===== config.mk =====
export PLATFORM = sky130hd
export DESIGN_NAME = serial_tx_piso
export DESIGN_NICKNAME = d
export VERILOG_FILES = /design/src/rtl/serial_pkg.sv /design/src/rtl/baud_tick_gen.sv /design/src/rtl/serial_tx_piso.sv
export SDC_FILE = /design/constraint.sdc
export NUM_CORES = 1
export LEC_CHECK = 0
export BUFFER_PORTS_ARGS = -buffer_cell sky130_fd_sc_hd__clkbuf_2
export CAP_MARGIN = 40
export CORE_MARGIN = 2
export CORE_UTILIZATION = 50
export DETAILED_ROUTE_END_ITERATION = 16
export PLACE_DENSITY = 0.71
export SLEW_MARGIN = 10
export SYNTH_ARGS = -nofsm -noshare
export SYNTH_HDL_FRONTEND = slang
export SYNTH_HIERARCHICAL = 1
export SYNTH_SLANG_ARGS = --single-unit
export TNS_END_PERCENT = 100

===== constraint.sdc =====
create_clock -name clk -period 2 [get_ports clk]
set_input_delay 0.3 -clock clk [delete_from_list [all_inputs] [get_ports clk]]
set_output_delay 0.3 -clock clk [all_outputs]
set_load 0.02 [all_outputs]

===== src/rtl/serial_pkg.sv =====
// Shared definitions for the serial transmit path: state encoding, line levels, parity helper.
package serial_pkg;

    typedef enum logic [2:0] {
        ST_IDLE   = 3'd0,
        ST_START  = 3'd1,
        ST_DATA   = 3'd2,
        ST_PARITY = 3'd3,
        ST_STOP   = 3'd4
    } state_t;

    localparam logic START_BIT = 1'b0;
    localparam logic STOP_BIT  = 1'b1;
    localparam logic LINE_IDLE = 1'b1;

    localparam int unsigned MAX_DATA_W = 16;

    // Unused upper bits are zero-filled by the caller, so they do not affect the XOR.
    function automatic logic parity_calc(input logic [MAX_DATA_W-1:0] data, input logic odd);
        return (^data) ^ odd;
    endfunction

endpackage


===== src/rtl/baud_tick_gen.sv =====
// Bit-period counter: counts 0..CLKS_PER_BIT-1 and flags the last cycle of each serial bit.
module baud_tick_gen #(
    parameter int unsigned CLKS_PER_BIT = 4
) (
    input  logic clk,
    input  logic reset,
    input  logic clear,
    output logic tick
);

    localparam int unsigned CNT_W = (CLKS_PER_BIT > 1) ? $clog2(CLKS_PER_BIT) : 1;
    localparam logic [CNT_W-1:0] LAST = CNT_W'(CLKS_PER_BIT - 1);

    logic [CNT_W-1:0] cnt;
    logic [CNT_W-1:0] cnt_d;

    always_comb begin
        cnt_d = cnt + CNT_W'(1);
        if (clear || (cnt == LAST)) begin
            cnt_d = '0;
        end
    end

    // tick is registered but always equals (cnt == LAST); with one clock per bit it stays high.
    always_ff @(posedge clk or posedge reset) begin
        if (reset) begin
            cnt  <= '0;
            tick <= (LAST == '0);
        end else begin
            cnt  <= cnt_d;
            tick <= (cnt_d == LAST);
        end
    end

endmodule


===== src/rtl/serial_tx_piso.sv =====
// Parallel-in serial-out frame transmitter: start bit, data LSB first, optional parity, stop bit.
module serial_tx_piso
    import serial_pkg::*;
#(
    parameter int unsigned DATA_W       = 8,
    parameter int unsigned CLKS_PER_BIT = 4,
    parameter int unsigned PARITY_EN    = 1,
    parameter int unsigned PARITY_ODD   = 0
) (
    input  logic              clk,
    input  logic              reset,
    input  logic              load_valid,
    input  logic [DATA_W-1:0] load_data,
    output logic              load_ready,
    output logic              ser_out,
    output logic              busy,
    output logic              done
);

    localparam int unsigned BIT_W = (DATA_W > 1) ? $clog2(DATA_W) : 1;
    localparam logic [BIT_W-1:0] LAST_BIT = BIT_W'(DATA_W - 1);

    state_t             state;
    state_t             state_d;
    logic [DATA_W-1:0]  shift;
    logic [DATA_W-1:0]  shift_d;
    logic [BIT_W-1:0]   bit_cnt;
    logic [BIT_W-1:0]   bit_cnt_d;
    logic               parity_bit;
    logic               parity_d;
    logic               ser_d;
    logic               busy_d;
    logic               done_d;
    logic               ready_d;
    logic               clear_c;
    logic               tick;

    baud_tick_gen #(
        .CLKS_PER_BIT(CLKS_PER_BIT)
    ) u_baud (
        .clk   (clk),
        .reset (reset),
        .clear (clear_c),
        .tick  (tick)
    );

    always_ff @(posedge clk or posedge reset) begin
        if (reset) begin
            state      <= ST_IDLE;
            shift      <= '0;
            bit_cnt    <= '0;
            parity_bit <= 1'b0;
            ser_out    <= LINE_IDLE;
            busy       <= 1'b0;
            done       <= 1'b0;
            load_ready <= 1'b1;
        end else begin
            state      <= state_d;
            shift      <= shift_d;
            bit_cnt    <= bit_cnt_d;
            parity_bit <= parity_d;
            ser_out    <= ser_d;
            busy       <= busy_d;
            done       <= done_d;
            load_ready <= ready_d;
        end
    end

    // Outputs are computed one cycle ahead so the registered line changes together with state.
    always_comb begin
        state_d   = state;
        shift_d   = shift;
        bit_cnt_d = bit_cnt;
        parity_d  = parity_bit;
        ser_d     = ser_out;
        busy_d    = busy;
        done_d    = 1'b0;
        clear_c   = 1'b0;

        case (state)
            ST_IDLE: begin
                ser_d = LINE_IDLE;
                if (load_valid && load_ready) begin
                    state_d  = ST_START;
                    shift_d  = load_data;
                    parity_d = parity_calc(MAX_DATA_W'(load_data), 1'(PARITY_ODD));
                    clear_c  = 1'b1;
                    ser_d    = START_BIT;
                    busy_d   = 1'b1;
                end
            end
            ST_START: begin
                if (tick) begin
                    state_d   = ST_DATA;
                    bit_cnt_d = '0;
                    ser_d     = shift[0];
                end
            end
            ST_DATA: begin
                if (tick) begin
                    shift_d = shift >> 1;
                    if (bit_cnt == LAST_BIT) begin
                        if (PARITY_EN != 0) begin
                            state_d = ST_PARITY;
                            ser_d   = parity_bit;
                        end else begin
                            state_d = ST_STOP;
                            ser_d   = STOP_BIT;
                        end
                    end else begin
                        bit_cnt_d = bit_cnt + BIT_W'(1);
                        ser_d     = shift_d[0];
                    end
                end
            end
            ST_PARITY: begin
                if (tick) begin
                    state_d = ST_STOP;
                    ser_d   = STOP_BIT;
                end
            end
            ST_STOP: begin
                if (tick) begin
                    state_d = ST_IDLE;
                    ser_d   = LINE_IDLE;
                    busy_d  = 1'b0;
                    done_d  = 1'b1;
                end
            end
            default: begin
                state_d = ST_IDLE;
                ser_d   = LINE_IDLE;
                busy_d  = 1'b0;
            end
        endcase

        ready_d = (state_d == ST_IDLE);
    end

endmodule


# Word-level counts from Yosys, hierarchy flattened

Index checks and enable logic that the tools add are counted.

$add $sub $neg: 2
Multipliers: 0
Div/mod/pow operators: 0
$lt $le $gt $ge: 0
Equal/unequal tests: 13
Shift-type cells: 0
Muxes and demuxes: 28
Bitwise operators: 1
Reduce and logical (&&, ||, !) cells: 14

Operator list:

| kind                                                                  | count |
|---|---|
| 3-bit 2-to-1 mux                                                      | 9 |
| 8-bit 2-to-1 mux                                                      | 2 |
| 8-bit case mux with 2 select lines                                    | 1 |
| 16-bit XOR reduction                                                  | 1 |
| 3-bit case mux with 5 select lines                                    | 1 |
| 1-bit 2-to-1 mux                                                      | 11 |
| 3-bit AND reduction                                                   | 3 |
| 2-bit by 1-bit != test with 1-bit output, second input constant       | 4 |
| 3-bit by 2-bit equality test with 1-bit output, second input constant | 2 |
| 3-bit equality test, second input constant                            | 2 |
| 3-bit zero test                                                       | 2 |
| 3-bit case mux with 2 select lines                                    | 1 |
| 2-bit equality test, second input constant                            | 2 |
| 2-bit != test, second input constant                                  | 2 |
| 1-bit case mux with 4 select lines                                    | 1 |
| 4-bit AND reduction                                                   | 1 |
| 2-bit nonzero test                                                    | 2 |
| 3-bit by 1-bit adder with 3-bit output, second input constant         | 1 |
| 3-bit by 1-bit equality test with 1-bit output, second input constant | 1 |
| 1-bit case mux with 3 select lines                                    | 1 |
| 3-bit OR reduction                                                    | 1 |
| 2-bit by 1-bit adder with 2-bit output, second input constant         | 1 |
| 2-bit 2-to-1 mux                                                      | 1 |
| 2-bit AND reduction                                                   | 1 |
| other kinds (4)                                                       | 4 |

Register bits after elaboration: 22
Latch bits: 0
Memory bits (writable): 0
Memory bits (read-only): 0
Input port bits: 11
Logic and storage cells: 68
Memories kept: 0

# Depth between registers and ports, before layout

Depth in word-level cells: 6
Gate-level depth with buffers: 6

# Cells and area by module

Netlist, hierarchy kept.

Modules (own cells, without submodules):

| module         | times used | cells each | area an instance (um2) | sequential area each (um2) |
|---|---|---|---|---|
| serial_tx_piso | 1          | 95         | 996.0                  | 478.0 |
| baud_tick_gen  | 1          | 8          | 118.9                  | 75.1 |

# Worst setup path before layout

No wires, ideal clock.

Path kind: reg2reg
From: reg bit_cnt[0]
To: reg bit_cnt[0]
Arrival time: 1620 ps
Data required time: 1875 ps
Slack: 256 ps
Cell stages (with the launch flop): 7
Path buffers: 0
Cells stage by stage: dfrtp_1 -> ha_1 -> ha_1 -> nor3b_1 -> a21oi_1 -> or3b_1 -> mux2_2

Word-level cells in the longest chain between the ends: 4
Elaborated cells on any way between the ends: 7

Ends and longest elaborated chain:

| what                                   | RTL line              | source |
|---|---|---|
| start, declared                        | serial_tx_piso.sv:27  | `logic [BIT_W-1:0] bit_cnt;` |
| start signal, assigned                 | serial_tx_piso.sv:60  | `bit_cnt <= bit_cnt_d;` |
| 3-bit by 1-bit adder with 3-bit output | serial_tx_piso.sv:111 | `bit_cnt_d = bit_cnt + BIT_W'(1);` |
| 3-bit 2-to-1 mux                       | serial_tx_piso.sv:102 | `if (bit_cnt == LAST_BIT) begin` |
| 3-bit 2-to-1 mux                       | serial_tx_piso.sv:100 | `if (tick) begin` |
| 3-bit case mux with 2 select lines     | serial_tx_piso.sv:80  | `case (state)` |

Several ways; a longest one is shown, not always the timed one. The select of a mux whose other input is x is not followed.
A chain may end at the register's enable or synchronous reset.

# Worst setup path after layout

Same ends and word-level chain as after synthesis.

==> results.json <==
{
  "ff2ff_path_depth": 6,
  "htreeDepth": 1,
  "hp-class": "in2reg",
  "power.density_nw_per_um2": 1256,
  "critPathMaxFanout": 4,
  "crit_start": "bit_cnt[0]",
  "r2r-end": "bit_cnt[0]",
  "crit_family": "simple AND/OR/NAND/NOR gates",
  "syn_inst": 103,
  "max_clock_freq_ghz": 0.5317,
  "io_buffers": 14,
  "path_depth": 6,
  "io_pins": 15,
  "grt_antenna_before_repair": 0,
  "ys_types": 32,
  "grt_use_total": 0.1812,
  "peakVddDrop_mv": 0.7880,
  "hold_viol": 0,
  "viasPerCell": 5.446,
  "hpwl_um": 1350,
  "grt-ovfl-total": 0,
  "endpoint": "bit_cnt[0]",
  "fin_crit_sh": 0.9403,
  "worst_path_max_delay_cell": "dfrtp_1",
  "ctsRootBufferMaster": "clkbuf_4",
  "synth_top_family_by_area": "simple AND/OR/NAND/NOR gates",
  "drc": 0,
  "relSlewSlack": 0.5093,
  "wirelength_um": 1901,
  "path_common_cell": "ha_1",
  "synth-simple-area-share": 0.1538,
  "numClockSinks": 22,
  "post_drt_wl_per_cell_um": 12.84,
  "synth_fa_ha_area_frac": 0.03367,
  "path_buf_inv": 0,
  "die_area_um2": 2623,
  "setup.worst_path.class": "reg2reg",
  "cp.arrival_ns": 2.08,
  "die_w_um": 51.22,
  "r2r-start": "bit_cnt[0]",
  "critPathMaxStageDelay_ns": 0.41,
  "post_cts_resized": 0,
  "syn_nets": 117,
  "core-area_um2": 2170,
  "grt_max_degree": 20,
  "postCtsSetupRepairBufs": 0,
  "die_height_um": 51.22,
  "clockBufferDepth": 2,
  "syn_area_um2": 1115,
  "clk_pin_slew_ns": 0.12,
  "utilization": 0.5790,
  "dr.pass1.iters": 4,
  "synthMuxAreaShare": 0.08193,
  "gp_congestion": 0.8686,
  "diodes": 0,
  "rsz0062_at_grt": "no",
  "synth_compound_area_frac": 0.1324,
  "numCtsBuffers": 3,
  "ant_nets": 0,
  "synthArstFlopShare": 1.000,
  "synth-xor-area-share": 0.06285,
  "period_needed_ns": 1.881,
  "post_route_cells_drive_above_1_share": 0.2250,
  "crit_chain": "ha_1 > ha_1 > nor3b_1 > a21oi_1 > or3b_1 > mux2_2",
  "grt_pass1_vias": 838,
  "cap_violations": 0,
  "row_count": 17,
  "multiInputGateArea_um2": 518.0,
  "grt_pass1_wl_um": 3539,
  "leakage_nw": 0.5552,
  "drtIter0Drc": 13,
  "synth-edff-count": 0,
  "regArea_um2": 553.0,
  "via_count": 806,
  "status": "completed",
  "synth-main-ff-cell": "dfrtp_1",
  "cp.required_ns": 2.20,
  "slew_violations": 0,
  "setup-tns-final_ns": 0,
  "power_mw": 1.577,
  "ys_seq_elements": 22,
  "cts_hold_buf": 1,
  "setup_viol": 0,
  "yosysSeqAreaShare": 0.4961,
  "synth_warnings": 6,
  "cts_tree": "done",
  "clock_latency_ns": 0.30,
  "tightestPinTransition_ns": 0.7352,
  "syn_area_per_cell_um2": 10.82,
  "mostFrequentLayoutCells": "dfrtp_1 (20), clkbuf_2 (14), nor2_1 (12)",
  "finalClockSkew_ns": 0.005889,
  "start_util": 0.5138,
  "fill_cells": 206,
  "layout_commonest_cell": "dfrtp_1",
  "r2r_slack_ns": 0.12,
  "area_delta_synth_final_pct": 12.68,
  "cp-start-kind": "flip-flop",
  "final_nets": 135,
  "end_kind": "flip-flop"
}
worst reg2reg max path, cell delays in order (launching register included):
cell and delay, ns:
dfrtp_1 0.41, ha_1 0.21, ha_1 0.24, nor3b_1 0.19, a21oi_1 0.06, or3b_1 0.40, mux2_2 0.27
area by class of cell:
class | count | area share
clock buffers | 4 | 0.02888
well taps | 28 | 0.02789
inverters | 5 | 0.01494
flip-flops and latches | 22 | 0.4402
multi-input cells | 72 | 0.4124
repair buffers | 17 | 0.07570
how the worst min path moves through the flow:
stage	start	to	slack [ns]	cells after the start
global route	load_data[7]	shift[7]	0.27	3
detailed placement	reset	u_baud/cnt[0]	0.17	2
finish	load_data[7]	shift[7]	0.25	3
floorplan	reset	u_baud/cnt[0]	0.05	1
CTS	load_data[7]	shift[7]	0.25	3
global placement	reset	u_baud/cnt[0]	0.16	2
registers in the layout (all words and copies together) (netlist names):
register and cells:
shift 8, u_baud/tick 1, ser_out 1, done 1, state 3, load_ready 1
u_baud/cnt 2, parity_bit 1, busy 1, bit_cnt 3
synthesized netlist by cell type, drive strengths merged (2+ instances only):
library cell   n  area (um^2)
nand2          5        18.77
ha             3        37.54
nor3b          2        15.01
a21oi         10        50.05
xnor2          8        70.07
nor3           3        26.28
dfrtp         20        500.5
mux2i          8        80.08
nand3b         2        15.01
nor2          12        45.04
o21ai          2        10.01
inv            5        18.77
a22o           2        17.52
dfstp          2        52.55
buf            4        25.02
per-layer routing:
metal | GRT usage | vias to the layer above | part of all wire
li1 | - | 400 | -
met1 | 0.2265 | 394 | 0.46
met2 | 0.3182 | 10 | 0.51
met3 | 0.02632 | 2 | 0.022
met4 | 0.06579 | 0 | 0.0047
met5 | 0 | - | 0
power by group:
| group | internal [mW] | switching, mW |
|---|---|---|
| Combinational | 0.301 | 0.299 |
| Clock | 0.111 | 0.137 |
| Sequential | 0.597 | 0.133 |
| Total | 1.01 | 0.569 |
logic make-up (layout without fill, tap and decap cells):
group                      after synthesis  after routing
buffers and inverters                    9             26
adders and majority gates                3              3
muxes                                    9              9
and+or+nand+nor                         30             30
xor gates and xnor gates                 8              8
DFF                                     22             22
AOI/OAI and AO/OA                       22             22
stage by stage:
stage | hold WS (ns) | worst slack (ns) | cell area (um^2) | cells
2_1_floorplan | 0.05364 | 0.2557 | 1115 | 103
5_1_grt | 0.2697 | 0.02854 | 1256 | 148
3_5_place_dp | 0.1675 | 0.1455 | 1210 | 143
3_3_place_gp | 0.1585 | 0.1908 | 1210 | 143
6_report | 0.2536 | 0.1194 | 1256 | 148
4_1_cts | 0.2505 | 0.1246 | 1256 | 148
Note: power is estimated with default switching activity, not from simulation.
